===== config.mk =====
export PLATFORM = sky130hd
export DESIGN_NAME = scan_fault_logger
export DESIGN_NICKNAME = d
export VERILOG_FILES = /design/src/rtl/scan_pkg.sv /design/src/rtl/fault_rec_fifo.sv /design/src/rtl/scan_fault_logger.sv
export SDC_FILE = /design/constraint.sdc
export NUM_CORES = 1
export LEC_CHECK = 0
export BUFFER_PORTS_ARGS = -buffer_cell sky130_fd_sc_hd__buf_4
export CORE_UTILIZATION = 50
export DETAILED_ROUTE_END_ITERATION = 10
export HOLD_SLACK_MARGIN = 0.05
export PLACE_DENSITY = 0.69
export SYNTH_ARGS = -nofsm -noshare
export SYNTH_HDL_FRONTEND = slang
export SYNTH_SLANG_ARGS = --single-unit

===== constraint.sdc =====
create_clock -name clk -period 5.5 [get_ports clk]
set_input_delay 1.1 -clock clk [delete_from_list [all_inputs] [get_ports clk]]
set_output_delay 1.1 -clock clk [all_outputs]
set_load 0.02 [all_outputs]

===== src/rtl/scan_pkg.sv =====
// Types and constants shared between the pin scanner and its fault logger.
package scan_pkg;
  localparam int N_PAIR = 86;
  localparam int IDX_W  = 7;

  localparam logic [7:0] FT_OPEN      = 8'h4F;
  localparam logic [7:0] FT_SHORT     = 8'h53;
  localparam logic [7:0] FT_MULTI     = 8'h4D;
  localparam logic [7:0] FT_OPENSHORT = 8'h58;
  localparam logic [7:0] IDX_NONE     = 8'hFF;

  typedef struct packed {
    logic [7:0] ftype;
    logic [7:0] drv;
    logic [7:0] oth;
  } fault_rec_t;

  typedef enum logic [1:0] {SQ_IDLE, SQ_B0, SQ_B1, SQ_B2} seq_state_t;
endpackage


===== src/rtl/fault_rec_fifo.sv =====
// Circular buffer of fault records; extra pointer bit separates full from empty.
module fault_rec_fifo
  import scan_pkg::*;
#(
  parameter int DEPTH = 16
) (
  input  logic                     clk,
  input  logic                     srst,
  input  logic                     push,
  input  fault_rec_t               push_data,
  input  logic                     pop,
  output fault_rec_t               head,
  output fault_rec_t               head_next,
  output logic [$clog2(DEPTH):0]   count,
  output logic                     full,
  output logic                     empty
);
  localparam int AW = $clog2(DEPTH);
  localparam logic [AW:0]   PTR_ONE = 1;
  localparam logic [AW-1:0] IDX_ONE = 1;

  fault_rec_t    mem [DEPTH];
  logic [AW:0]   wr_ptr, rd_ptr;
  logic [AW-1:0] rd_nxt;
  logic          do_pop, do_push;

  assign count   = wr_ptr - rd_ptr;
  assign empty   = (wr_ptr == rd_ptr);
  assign full    = (wr_ptr[AW] != rd_ptr[AW]) && (wr_ptr[AW-1:0] == rd_ptr[AW-1:0]);
  assign do_pop  = pop && !empty;
  // A pop frees the head slot at the same edge, so a full FIFO still takes the push.
  assign do_push = push && (!full || do_pop);

  assign rd_nxt    = rd_ptr[AW-1:0] + IDX_ONE;
  assign head      = mem[rd_ptr[AW-1:0]];
  assign head_next = mem[rd_nxt];

  always_ff @(posedge clk) begin
    if (do_push) mem[wr_ptr[AW-1:0]] <= push_data;
  end

  always_ff @(posedge clk) begin
    if (srst) begin
      wr_ptr <= '0;
      rd_ptr <= '0;
    end else begin
      if (do_push) wr_ptr <= wr_ptr + PTR_ONE;
      if (do_pop)  rd_ptr <= rd_ptr + PTR_ONE;
    end
  end
endmodule


===== src/rtl/scan_fault_logger.sv =====
// Classifies walking-zero scan steps, queues 3-byte fault records and streams them out.
module scan_fault_logger
  import scan_pkg::*;
#(
  parameter int FIFO_DEPTH = 16
) (
  input  logic              clk,
  input  logic              rst,
  input  logic              clear,
  input  logic              step_valid,
  input  logic [N_PAIR-1:0] expected,
  input  logic [N_PAIR-1:0] observed,
  output logic              out_valid,
  output logic [7:0]        out_data,
  input  logic              out_ready,
  output logic [15:0]       fault_count,
  output logic [7:0]        drop_count,
  output logic              pattern_err,
  output logic              any_fault
);
  localparam int CW = $clog2(FIFO_DEPTH) + 1;
  localparam logic [N_PAIR-1:0] ONE     = 1;
  localparam logic [CW-1:0]     CNT_ONE = 1;

  logic              srst;
  logic [N_PAIR-1:0] nz;
  logic              one_zero;
  logic [IDX_W-1:0]  d_idx;

  logic              s1_vld;
  logic [IDX_W-1:0]  s1_d;
  logic [N_PAIR-1:0] s1_diff;

  logic [N_PAIR-1:0] others;
  logic              is_open, is_short, multi;
  logic [IDX_W-1:0]  o_idx;
  fault_rec_t        rec;
  logic              push, push_ok;

  seq_state_t        state;
  logic              seq_pop, more;
  fault_rec_t        head, head_next, nxt;
  logic [CW-1:0]     fifo_count;
  logic              fifo_full, fifo_empty;

  assign srst = rst || clear;

  // Stage 1: locate the driven-low pin; a valid pattern has exactly one zero.
  assign nz       = ~expected;
  assign one_zero = (nz != '0) && ((nz & (nz - ONE)) == '0);

  always_comb begin
    d_idx = '0;
    for (int i = N_PAIR - 1; i >= 0; i--)
      if (nz[i]) d_idx = IDX_W'(i);
  end

  always_ff @(posedge clk) begin
    if (srst) begin
      s1_vld  <= 1'b0;
      s1_d    <= '0;
      s1_diff <= '0;
    end else begin
      s1_vld <= step_valid && one_zero;
      if (step_valid) begin
        s1_d    <= d_idx;
        s1_diff <= expected ^ observed;
      end
    end
  end

  // Stage 2: expected[d] is 0, so diff[d] is exactly observed[d].
  assign others   = s1_diff & ~(ONE << s1_d);
  assign is_open  = s1_diff[s1_d];
  assign is_short = |others;
  assign multi    = (others & (others - ONE)) != '0;

  always_comb begin
    o_idx = '0;
    for (int i = N_PAIR - 1; i >= 0; i--)
      if (others[i]) o_idx = IDX_W'(i);
  end

  always_comb begin
    rec.drv = 8'(s1_d);
    rec.oth = is_short ? 8'(o_idx) : IDX_NONE;
    if (is_open) rec.ftype = is_short ? FT_OPENSHORT : FT_OPEN;
    else         rec.ftype = multi ? FT_MULTI : FT_SHORT;
  end

  assign push    = s1_vld && (is_open || is_short);
  assign seq_pop = (state == SQ_B2) && out_ready;
  assign push_ok = push && (!fifo_full || seq_pop);

  fault_rec_fifo #(.DEPTH(FIFO_DEPTH)) u_fifo (
    .clk       (clk),
    .srst      (srst),
    .push      (push),
    .push_data (rec),
    .pop       (seq_pop),
    .head      (head),
    .head_next (head_next),
    .count     (fifo_count),
    .full      (fifo_full),
    .empty     (fifo_empty)
  );

  always_ff @(posedge clk) begin
    if (srst) begin
      fault_count <= '0;
      drop_count  <= '0;
      pattern_err <= 1'b0;
      any_fault   <= 1'b0;
    end else begin
      if (step_valid && !one_zero) pattern_err <= 1'b1;
      if (push) begin
        any_fault <= 1'b1;
        if (fault_count != 16'hFFFF) fault_count <= fault_count + 16'd1;
        if (!push_ok && drop_count != 8'hFF) drop_count <= drop_count + 8'd1;
      end
    end
  end

  // After the head pops, the next record is either the second entry or the one arriving now.
  assign more = (fifo_count > CNT_ONE) || push_ok;
  assign nxt  = (fifo_count > CNT_ONE) ? head_next : rec;

  always_ff @(posedge clk) begin
    if (srst) begin
      state     <= SQ_IDLE;
      out_valid <= 1'b0;
      out_data  <= '0;
    end else begin
      case (state)
        SQ_IDLE:
          if (!fifo_empty) begin
            state     <= SQ_B0;
            out_valid <= 1'b1;
            out_data  <= head.ftype;
          end
        SQ_B0:
          if (out_ready) begin
            state    <= SQ_B1;
            out_data <= head.drv;
          end
        SQ_B1:
          if (out_ready) begin
            state    <= SQ_B2;
            out_data <= head.oth;
          end
        SQ_B2:
          if (out_ready) begin
            if (more) begin
              state    <= SQ_B0;
              out_data <= nxt.ftype;
            end else begin
              state     <= SQ_IDLE;
              out_valid <= 1'b0;
              out_data  <= '0;
            end
          end
        default: begin
          state     <= SQ_IDLE;
          out_valid <= 1'b0;
        end
      endcase
    end
  end
endmodule


Word-level counts from Yosys, hierarchy flattened

Memories as Yosys holds them, arrays and structs flattened. A register that Yosys moved wholly into a read port is not among the register bits.
Index checks and enable logic that the tools add are counted.

$add $sub $neg: 8
Magnitude comparators: 2
Equal/unequal tests: 13
Shift-type cells: 1
Mux-type cells: 199
Bitwise operators: 6
Reductions and logical operators: 29

Operators with widths:

| kind                                                                 | number |
|---|---|
| 7-bit two-way mux                                                    | 172 |
| 86-bit AND                                                           | 3 |
| 86-bit inverter                                                      | 2 |
| 86-bit nonzero test                                                  | 2 |
| 86-bit by 1-bit subtractor with 86-bit output, second input constant | 2 |
| 86-bit zero test                                                     | 1 |
| 86-bit OR reduction                                                  | 1 |
| 1-bit by 7-bit << shifter with 86-bit output, first input constant   | 1 |
| 86-bit XOR                                                           | 1 |
| 8-bit two-way mux                                                    | 6 |
| 8-bit case mux with 4 select lines                                   | 1 |
| 24-bit two-way mux                                                   | 1 |
| 16-bit by 1-bit adder with 16-bit output, second input constant      | 1 |
| 16-bit inequality test, second input constant                        | 1 |
| 5-bit two-way mux                                                    | 3 |
| 5-bit by 1-bit adder with 5-bit output, second input constant        | 2 |
| 1-bit logical AND                                                    | 10 |
| 2-bit inequality test, second input constant                         | 5 |
| 8-bit by 1-bit adder with 8-bit output, second input constant        | 1 |
| 7-bit by 8-bit < comparator with 1-bit output, second input constant | 1 |
| 2-bit two-way mux                                                    | 4 |
| 4-bit two-way mux                                                    | 2 |
| 8-bit inequality test, second input constant                         | 1 |
| 2-bit case mux with 4 select lines                                   | 1 |
| 17 further kinds                                                     | 33 |

Register bits after elaboration: 141
Memory bits (writable): 320
Memories: 1

Memories:

| memory     | words | bits a word | rd ports | clocked after Yosys merged registers in | wr ports | RTL line             | RTL |
|---|---|---|---|---|---|---|---|
| u_fifo.mem | 16    | 20          | 2        | 1                                       | 1        | fault_rec_fifo.sv:22 | `fault_rec_t mem [DEPTH];` |

Depth between registers and ports, before layout

Gate-level depths: netlist of the first run.

Word-level depth: 94
Gate-level depth with buffers: 15
Mapped depth without buffers: 13

Hierarchy

A second synthesis of the first run with hierarchy kept.

Cells, all modules: 2593
Area, all modules: 30461.7 sq um

By module, submodules not included:

| module            | instances | cells an instance | area each (sq um) | sequential area each (sq um) |
|---|---|---|---|---|
| fault_rec_fifo    | 1         | 917               | 18524.0           | 11811.3 |
| scan_fault_logger | 1         | 1676              | 11937.7           | 2622.5 |

Least setup slack after synthesis of the first run

Ideal clock, no wire load.

Path kind: register -> register
From: reg s1_d[1]
To: mem u_fifo.mem[3][0] in the netlist's numbering, enable pin
Library setup time: 422 ps
Arrival time: 4271 ps
Setup slack: 807 ps
Stages on the path, launching flop included: 14
Path buffers: 3
Period minus slack after synthesis: 4693 ps
Cells stage by stage: dfxtp_1 buf_6 clkbuf_1 mux4_2 nand2_1 o311ai_0 o21ai_0 o311ai_0 o211a_1 o31ai_1 nor2b_1 buf_1 nand2_1 nor3_1

Longest elaborated chain between the ends: 9

Ends and longest elaborated chain:

| item                                                                              | RTL line                | RTL |
|---|---|---|
| start: declaration                                                                | scan_fault_logger.sv:31 | `logic [IDX_W-1:0] s1_d;` |
| start signal: assignment                                                          | scan_fault_logger.sv:66 | `s1_d <= d_idx;` |
| branches (longest 4 deep; another with 1-bit binary-select mux with 7-bit select) | --                      |  |
| 1-bit logical OR *                                                                | scan_fault_logger.sv:91 | `assign push = s1_vld && (is_open \|\| is_short);` |
| 1-bit logical AND *                                                               | scan_fault_logger.sv:91 |  |
| 1-bit logical AND *                                                               | fault_rec_fifo.sv:32    | `assign do_push = push && (!full \|\| do_pop);` |
| 1-bit two-way mux *                                                               | fault_rec_fifo.sv:39    | `if (do_push) mem[wr_ptr[AW-1:0]] <= push_data;` |
| 1-bit two-way mux (implied by the code) *                                         | fault_rec_fifo.sv:39    |  |
| end: declaration                                                                  | fault_rec_fifo.sv:22    |  |

Every way passes the cells marked *. The select of a mux whose other input is x is not followed.

==> flow_summary.toml, run 1 <==
[run_status]
result_of_the_run = "finished, final reports clean"

[cts]
worst_setup_hold_path_clk_slew_ns = 0.06
cts_tree = "yes"
post_cts_hold_buffer_count = 0
clock_latency_ns = 0.58
cts.path.max_buffers = 3
number_of_clock_sinks = 465
postCtsSetupBuffers = 0
cts_resized = 0
cts-htree-levels = 2
cts.root.buffer_cell = "sky130_fd_sc_hd__clkbuf_16"
tritoncts.num_buffers = 46

[sta]
unrepaired_setup_endpoints_after_global_routing = "false"
finalCriticalPeriod_ns = 5.17
setup-tns-final_ns = 0
relative_max_transition_margin_pct = 38.1
clock-skew-final_ns = 0.0232
finalSetupViolations = 0
timing.final.max_slew_violations = 0
final_hold_viol_count = 0
highest_attainable_clock_frequency_ghz = 0.193
layout_worst_path_cycle_share_pct = 94.0
worstMarginPinSlew_ns = 0.928

[synth]
postSynth.topFlopCell = "sky130_fd_sc_hd__edfxtp_1"
synth-edff-count = 320
syn-cell-area_um2 = 25300
yosysWarnings = 0
synth_async_sr_flop_share_pct = 0
syn-instance-count = 2210
sequential_cell_area_fraction_in_the_yosys_report_pct = 49.4
synthesized_area_divided_by_synthesized_cell_count_um2 = 11.5
synth_fp_nets = 2404
synth.ff_latch_count = 465
synth_cell_types = 88

[worst_setup_path]
endpoint_kind = "register"
cp_data_required_time_ns = 5.75
endpoint_arrival_time_on_the_critical_path_ns = 5.42
highest_fanout_seen_on_the_critical_path = 20
worstSetupPathType = "reg -> reg"
cp-start-kind = "register"
reg2reg_setup_slack_ns = 0.33

[grt]
global_route.usage.met3_pct = 4.14
gr_busiest_metal = "met2"
grt_max_degree = 105
global_route.usage.met2_pct = 51.1
grt_overflow_total = 0
grt_first_pass_wirelength_um = 119000
grt_util_all_layers_pct = 31.0
first_global_vias = 19100
met1_usage_pct = 41.6
number_of_antenna_violations_at_the_first_check_in_global_routing = 0

[die]
floorplan.initialDensity_pct = 50.6
design.core.area_um2 = 50100
design.die.area_um2 = 51500
dieHeight_um = 227
io-pin-count = 212
die_width_um = 227
num_rows = 82

[final_layout]
layout.cells.most_common = "sky130_fd_sc_hd__edfxtp_1"
antenna_cells_inserted = 0
layout_common_cells = "320 x sky130_fd_sc_hd__edfxtp_1, 294 x sky130_fd_sc_hd__buf_4, 210 x sky130_fd_sc_hd__nor2_1, 179 x sky130_fd_sc_hd__nand2_1, 146 x sky130_fd_sc_hd__mux4_2"
final_cells = 3121
drive_gt1_share_pct = 25.0
layout-area-overhead-vs-synth_pct = 16.2
number_of_nets_in_the_layout = 2605

[pwr]
cellLeakagePower_nw = 10.1
ir_drop_mv = 0.232
power_density_nw_per_um2 = 270

[detailed_routing]
routed_wirelength_um = 80100
firstDrtPassIters = 6
post_detailed_route_drc_marker_count = 0
detail-route-antenna-nets = 0
num_vias = 19900
drt_iter0_markers = 1814
drt-wirelength-per-cell_um = 25.7
route.detailed.vias_per_inst = 6.38

[place]
globalplace.congestion = 0.953
place.detailed.instances = 3035
port_buffers = 211
post-dp-hpwl_um = 59400

[min_path]
min_path_type = "reg -> reg"

[flow_run]
max-cap-violations = 0
==> report_power, final <==
| part | total, mW | switching (mW) | internal (mW) | leakage, nW |
|---|---|---|---|---|
| clock | 3.23 | 1.36 | 1.87 | 0.763 |
| combinational | 0.889 | 0.552 | 0.338 | 5.10 |
| sequential | 3.82 | 0.0387 | 3.78 | 4.19 |
| total | 7.94 | 1.95 | 5.98 | 10.1 |
==> per-layer routing <==
layer / wire length, um / share of wire, % / up-vias
met5: 0 / 0 / -
met4: 3240 / 4.0 / 0
met3: 5460 / 6.8 / 175
met2: 38500 / 48 / 983
met1: 32900 / 41 / 9766
li1: - / - / 8986
==> cell families (layout without fill, tap and decap cells) <==
kind of cell               after synthesis  after routing  share of synthesized area (%)
adders and majority gates               21             21                           1.03
muxes                                  163            163                           13.7
xor gates and xnor gates               116            116                           4.01
buffers and inverters                  191            430                           3.23
DFF                                    465            465                           49.4
and+or+nand+nor                        716            716                           14.4
AOI/OAI and AO/OA                      538            538                           14.2
==> critical path: stages (launching register included) <==
cell and delay (ns):
sky130_fd_sc_hd__dfxtp_1 0.45, sky130_fd_sc_hd__buf_4 0.28, sky130_fd_sc_hd__or4b_1 0.65, sky130_fd_sc_hd__o21ai_1 0.48, sky130_fd_sc_hd__nand4_2 0.34, sky130_fd_sc_hd__nor3_4 0.44
sky130_fd_sc_hd__nand2_1 0.23, sky130_fd_sc_hd__a2111oi_0 0.47, sky130_fd_sc_hd__nand3_1 0.15, sky130_fd_sc_hd__nor4_2 0.32, sky130_fd_sc_hd__nand4_1 0.21, sky130_fd_sc_hd__o31ai_4 0.47
sky130_fd_sc_hd__inv_1 0.33
==> cell usage after synthesis, types with 26 or more instances <==
| master | number | area share, % |
|---|---|---|
| sky130_fd_sc_hd__nand4_1 | 67 | 1.7 |
| sky130_fd_sc_hd__o21ai_1 | 26 | 0.51 |
| sky130_fd_sc_hd__dfxtp_1 | 145 | 11 |
| sky130_fd_sc_hd__inv_1 | 48 | 0.71 |
| sky130_fd_sc_hd__a31oi_1 | 38 | 0.94 |
| sky130_fd_sc_hd__nand3_1 | 58 | 1.1 |
| sky130_fd_sc_hd__o21ai_2 | 33 | 1.1 |
| sky130_fd_sc_hd__mux4_2 | 146 | 13 |
| sky130_fd_sc_hd__nor3_1 | 50 | 0.99 |
| sky130_fd_sc_hd__a211oi_1 | 92 | 2.7 |
| sky130_fd_sc_hd__nor2_1 | 222 | 3.3 |
| sky130_fd_sc_hd__o21ai_0 | 98 | 1.9 |
| sky130_fd_sc_hd__edfxtp_1 | 320 | 38 |
| sky130_fd_sc_hd__nand2_1 | 179 | 2.7 |
| sky130_fd_sc_hd__a21oi_1 | 102 | 2.0 |
| sky130_fd_sc_hd__clkbuf_1 | 106 | 1.6 |
| sky130_fd_sc_hd__xnor2_1 | 98 | 3.4 |
==> flip-flops by register name, indices dropped and copies added (netlist names), named ones only <==
signal and count:
u_fifo.rd_ptr 5, pattern_err 1, state 2, s1_d 7, s1_vld 1, s1_diff 86
u_fifo.wr_ptr 5, out_valid 1, u_fifo.mem 320, any_fault 1, drop_count 8, out_data 8
fault_count 16
==> worst paths after layout <==
check	depth (start not counted)	end	from
hold / removal	2	out_data[7]$_SDFFE_PP0P_	out_data[7]$_SDFFE_PP0P_
setup reg to reg	12	u_fifo.mem[5][17]$_DFFE_PP_	s1_d[5]$_SDFFE_PP0P_
setup / recovery	12	u_fifo.mem[5][17]$_DFFE_PP_	s1_d[5]$_SDFFE_PP0P_
hold reg to reg	2	out_data[7]$_SDFFE_PP0P_	out_data[7]$_SDFFE_PP0P_
==> final cells by class <==
cell class,count,area (um2)
clock buffers,54,1200
clock inverters,32,375
fillers,4200,20700
inverters,49,184
multi-input cells,1554,12100
flip-flops and latches,465,12500
well taps,672,841
repair buffers,295,2230
==> metrics by stage <==
| step | cell area [um2] | hold WS [ns] | power (mW) | worst slack [ns] | util (%) |
|---|---|---|---|---|---|
| after floorplan | 25300 | 0.468 | 4.39 | 0.807 | - |
| after global placement | 27800 | 0.439 | 4.76 | 0.281 | 55.5 |
| after detailed placement | 27800 | 0.451 | 4.76 | 0.246 | 55.5 |
| after CTS | 29400 | 0.457 | 7.98 | 0.251 | 58.7 |
| after global routing | 29400 | 0.482 | 8.18 | 0.00605 | 58.7 |
| final | 29400 | 0.453 | 7.94 | 0.331 | 58.7 |
Note: power is estimated with default switching activity, not from simulation.
==> inputs of run 2 (changes only) <==
--- a/config.mk
+++ b/config.mk
@@ -5,11 +5,12 @@
 export SDC_FILE = /design/constraint.sdc
 export NUM_CORES = 1
 export LEC_CHECK = 0
+export ABC_AREA = 1
 export BUFFER_PORTS_ARGS = -buffer_cell sky130_fd_sc_hd__buf_4
 export CORE_UTILIZATION = 50
 export DETAILED_ROUTE_END_ITERATION = 10
 export HOLD_SLACK_MARGIN = 0.05
-export PLACE_DENSITY = 0.69
+export PLACE_DENSITY = 0.68
 export SYNTH_ARGS = -nofsm -noshare
 export SYNTH_HDL_FRONTEND = slang
 export SYNTH_SLANG_ARGS = --single-unit
==> run 2 against run 1 <==
  * The run now ends with setup timing left
  * Via count up 35%
  * Utilization rose by 3.8 points
  * Hold slack better by 0.024 ns
  * Clock-buffer cell count increased by 7
  * Sequential power about the same
  * Combinational power grew 19%
  * Clock skew rose by 0.015 ns
  * Flip-flop and latch count unchanged
  * Global-route usage is 7.1 points higher
  * Critical endpoint is now u_fifo.mem[2][0]$_DFFE_PP_
==> flow_summary.toml, run 2 <==
[grt]
grt_util_all_layers_pct = 38.1
grt_max_degree = 111
first_global_vias = 25200
grt_overflow_total = 0
grt_first_pass_wirelength_um = 154000
number_of_antenna_violations_at_the_first_check_in_global_routing = 1

[die]
dieHeight_um = 233
io-pin-count = 212
design.core.area_um2 = 52800
design.die.area_um2 = 54500
floorplan.initialDensity_pct = 50.7
die_width_um = 233
num_rows = 84

[synth]
sequential_cell_area_fraction_in_the_yosys_report_pct = 46.7
synth.ff_latch_count = 465
syn-instance-count = 3431
yosysTopAreaCell = "sky130_fd_sc_hd__edfxtp_1"
syn-cell-area_um2 = 26800
synth_fp_nets = 3625
synth.area.top_cells = "sky130_fd_sc_hd__edfxtp_1 36%, sky130_fd_sc_hd__dfxtp_1 11%, sky130_fd_sc_hd__o21ai_0 8.0%, sky130_fd_sc_hd__nand2_1 7.4%, sky130_fd_sc_hd__nor2_1 7.0%"
synth-edff-count = 320
synth_cell_types = 65
synth_top_area_share_pct = 35.9
synth_async_sr_flop_share_pct = 0
postSynth.topFlopCell = "sky130_fd_sc_hd__edfxtp_1"
synthMostInstantiatedCell = "sky130_fd_sc_hd__nand2_1"
yosysWarnings = 0
netlist_top_cells_count = "530 x sky130_fd_sc_hd__nand2_1, 502 x sky130_fd_sc_hd__nor2_1, 469 x sky130_fd_sc_hd__inv_1"
synthesized_area_divided_by_synthesized_cell_count_um2 = 7.80

[sta]
layout_worst_path_cycle_share_pct = 106
worstMarginPinSlew_ns = 1.16
clock-skew-final_ns = 0.0380
finalCriticalPeriod_ns = 5.84
relative_max_transition_margin_pct = 22.6
unrepaired_setup_endpoints_after_global_routing = "true"
post-route-worst-setup-slack_ns = -0.338
finalSetupViolations = 16
highest_attainable_clock_frequency_ghz = 0.171
final_hold_viol_count = 0
timing.final.max_slew_violations = 0

[run_status]
failed_checks = "setup timing"
result_of_the_run = "finished with violations"

[final_layout]
number_of_nets_in_the_layout = 4027
layout-area-overhead-vs-synth_pct = 23.3
layout.cell_area.non_filler_um2 = 33000
multiInputGateArea_um2 = 12100
seqCellArea_um2 = 12500
filler_cell_count = 4666
antenna_cells_inserted = 0
layout_common_cells = "526 x sky130_fd_sc_hd__nand2_1, 477 x sky130_fd_sc_hd__nor2_1, 468 x sky130_fd_sc_hd__buf_4, 466 x sky130_fd_sc_hd__inv_1, 415 x sky130_fd_sc_hd__o21ai_0"
number_of_flip_flops_under_the_largest_register_name = 320
layout.cells.most_common = "sky130_fd_sc_hd__nand2_1"
drive_gt1_share_pct = 17.4

[pwr]
cellLeakagePower_nw = 14.3
switchingPower_mw = 2.19
power_density_nw_per_um2 = 254
p_clk_share_pct = 42.0
p_int_mw = 6.20
ir_drop_mv = 0.300
combinational_share_of_power_pct = 12.7
power.share.sequential_pct = 45.4
total_power_mw = 8.38
power_switching_share_pct = 26.1

[detailed_routing]
routed_wirelength_um = 105000
firstDrtPassIters = 7
route.detailed.vias_per_inst = 5.90
post_detailed_route_drc_marker_count = 0
detail-route-antenna-nets = 0
num_vias = 26900
drt_iter0_markers = 2871
drt-wirelength-per-cell_um = 23.1

[worst_setup_path]
path_common_cell = "sky130_fd_sc_hd__nand2_1"
highest_fanout_seen_on_the_critical_path = 8
reg2reg_setup_slack_ns = -0.34
endpoint_arrival_time_on_the_critical_path_ns = 6.20
cp-start-kind = "register"
crit_path_top_delay_cell = "sky130_fd_sc_hd__dfxtp_4"
cp_data_required_time_ns = 5.86
endpoint_kind = "register"
critPathBufInv = 0
crit_family = "simple AND/OR/NAND/NOR gates"
worstSetupPathType = "reg -> reg"
max_stage_delay_ns = 0.44

[cts]
tritoncts.num_buffers = 48
cts.root.buffer_cell = "sky130_fd_sc_hd__clkbuf_16"
cts-htree-levels = 2
cts.path.max_buffers = 3
worst_setup_hold_path_clk_slew_ns = 0.06
number_of_clock_sinks = 465
clock_latency_ns = 0.62
cts_tree = "yes"

[flow_run]
max-cap-violations = 0

[place]
post-dp-hpwl_um = 79400
globalplace.congestion = 1.05
port_buffers = 211
post_dp_cell_area_um2 = 31000

[min_path]
min_path_type = "reg -> reg"
-- run 2: changes by cell type after synthesis, moves of 29 or more --
cell	delta
sky130_fd_sc_hd__a211oi_1	-74
sky130_fd_sc_hd__inv_1	+421
sky130_fd_sc_hd__nand4_1	-44
sky130_fd_sc_hd__o22ai_1	+45
sky130_fd_sc_hd__nand2_1	+351
sky130_fd_sc_hd__a21oi_1	+148
sky130_fd_sc_hd__xnor2_1	-97
sky130_fd_sc_hd__xor2_1	+72
sky130_fd_sc_hd__nand3_1	+31
sky130_fd_sc_hd__o21ai_2	-29
sky130_fd_sc_hd__nor2_1	+280
sky130_fd_sc_hd__mux4_2	-146
sky130_fd_sc_hd__o21ai_0	+332
sky130_fd_sc_hd__o221ai_1	+56
-- run 2: power by group through the flow --
stage               logic [mW]  clock network [mW]  registers (mW)
floorplan                0.530                   0            3.87
global placement          1.00                   0            3.88
detailed placement        1.00                   0            3.88
CTS                       1.02                3.55            3.80
global route              1.15                3.68            3.80
finish                    1.06                3.52            3.80
-- run 2: worst reg2reg max path: cells and delay by family, from the launching register on --
kind / cells / cell delay, ns
DFF: 1 / 0.44
and+or+nand+nor: 88 / 5.02
AOI/OAI and AO/OA: 1 / 0.18
-- run 2: cells by family (layout without fill, tap and decap cells) --
logic type      after synthesis  in the layout  share of synthesized area, %
buf+inv                     628           1069                          9.18
fa+ha+maj                    17             17                         0.823
xor+xnor                     91             91                          2.98
flops                       465            465                          46.7
simple gates               1280           1281                          19.7
compound gates              950            950                          20.6
-- run 2: metrics by stage --
step                worst slack (ns)  TNS [ns]  hold WS, ns  utilization, %  cells
CTS                           -0.179     -2.79        0.480            62.3   4557
global placement              -0.701    -20.59        0.459            58.7   4460
detailed placement            -0.467    -26.22        0.465            58.7   4460
floorplan                     0.0668         0        0.442               -   3431
finish                        -0.338     -5.36        0.477            62.5   4561
global route                   -1.13    -19.24        0.506            62.5   4561
-- run 2: what timing repair did --
item,4_1_cts,5_1_grt
endpoints found under the setup margin,84,111
cloned,1,0
hold buffers,0,0
buffers inserted,6,4
gates resized for setup,21,39
hold endpoints to repair,0,0
pin swaps,5,8
-- run 2: layout make-up --
class	count	area share, %
clock inverter	29	1.18
timing repair buffer	489	11.9
multi-input combinational	2339	36.6
sequential	465	38.0
tap	688	2.61
clock buffer	61	4.08
inverter	490	5.72
-- run 2: worst paths after layout --
kind         cells after the start              startpoint                         end
min                              2  out_valid$_SDFFE_PP0P_      out_valid$_SDFFE_PP0P_
max                             89    s1_d[0]$_SDFFE_PP0P_  u_fifo.mem[2][0]$_DFFE_PP_
min reg2reg                      2  out_valid$_SDFFE_PP0P_      out_valid$_SDFFE_PP0P_
max reg2reg                     89    s1_d[0]$_SDFFE_PP0P_  u_fifo.mem[2][0]$_DFFE_PP_
-- run 2: metal layers --
metal / global-route usage [%] / up-vias / share of wire (%)
li1: - / 12500 / -
met1: 50.1 / 12600 / 40
met2: 60.7 / 1480 / 45
met3: 5.55 / 296 / 9.0
met4: 19.8 / 2 / 5.8
met5: 0 / - / 0.012
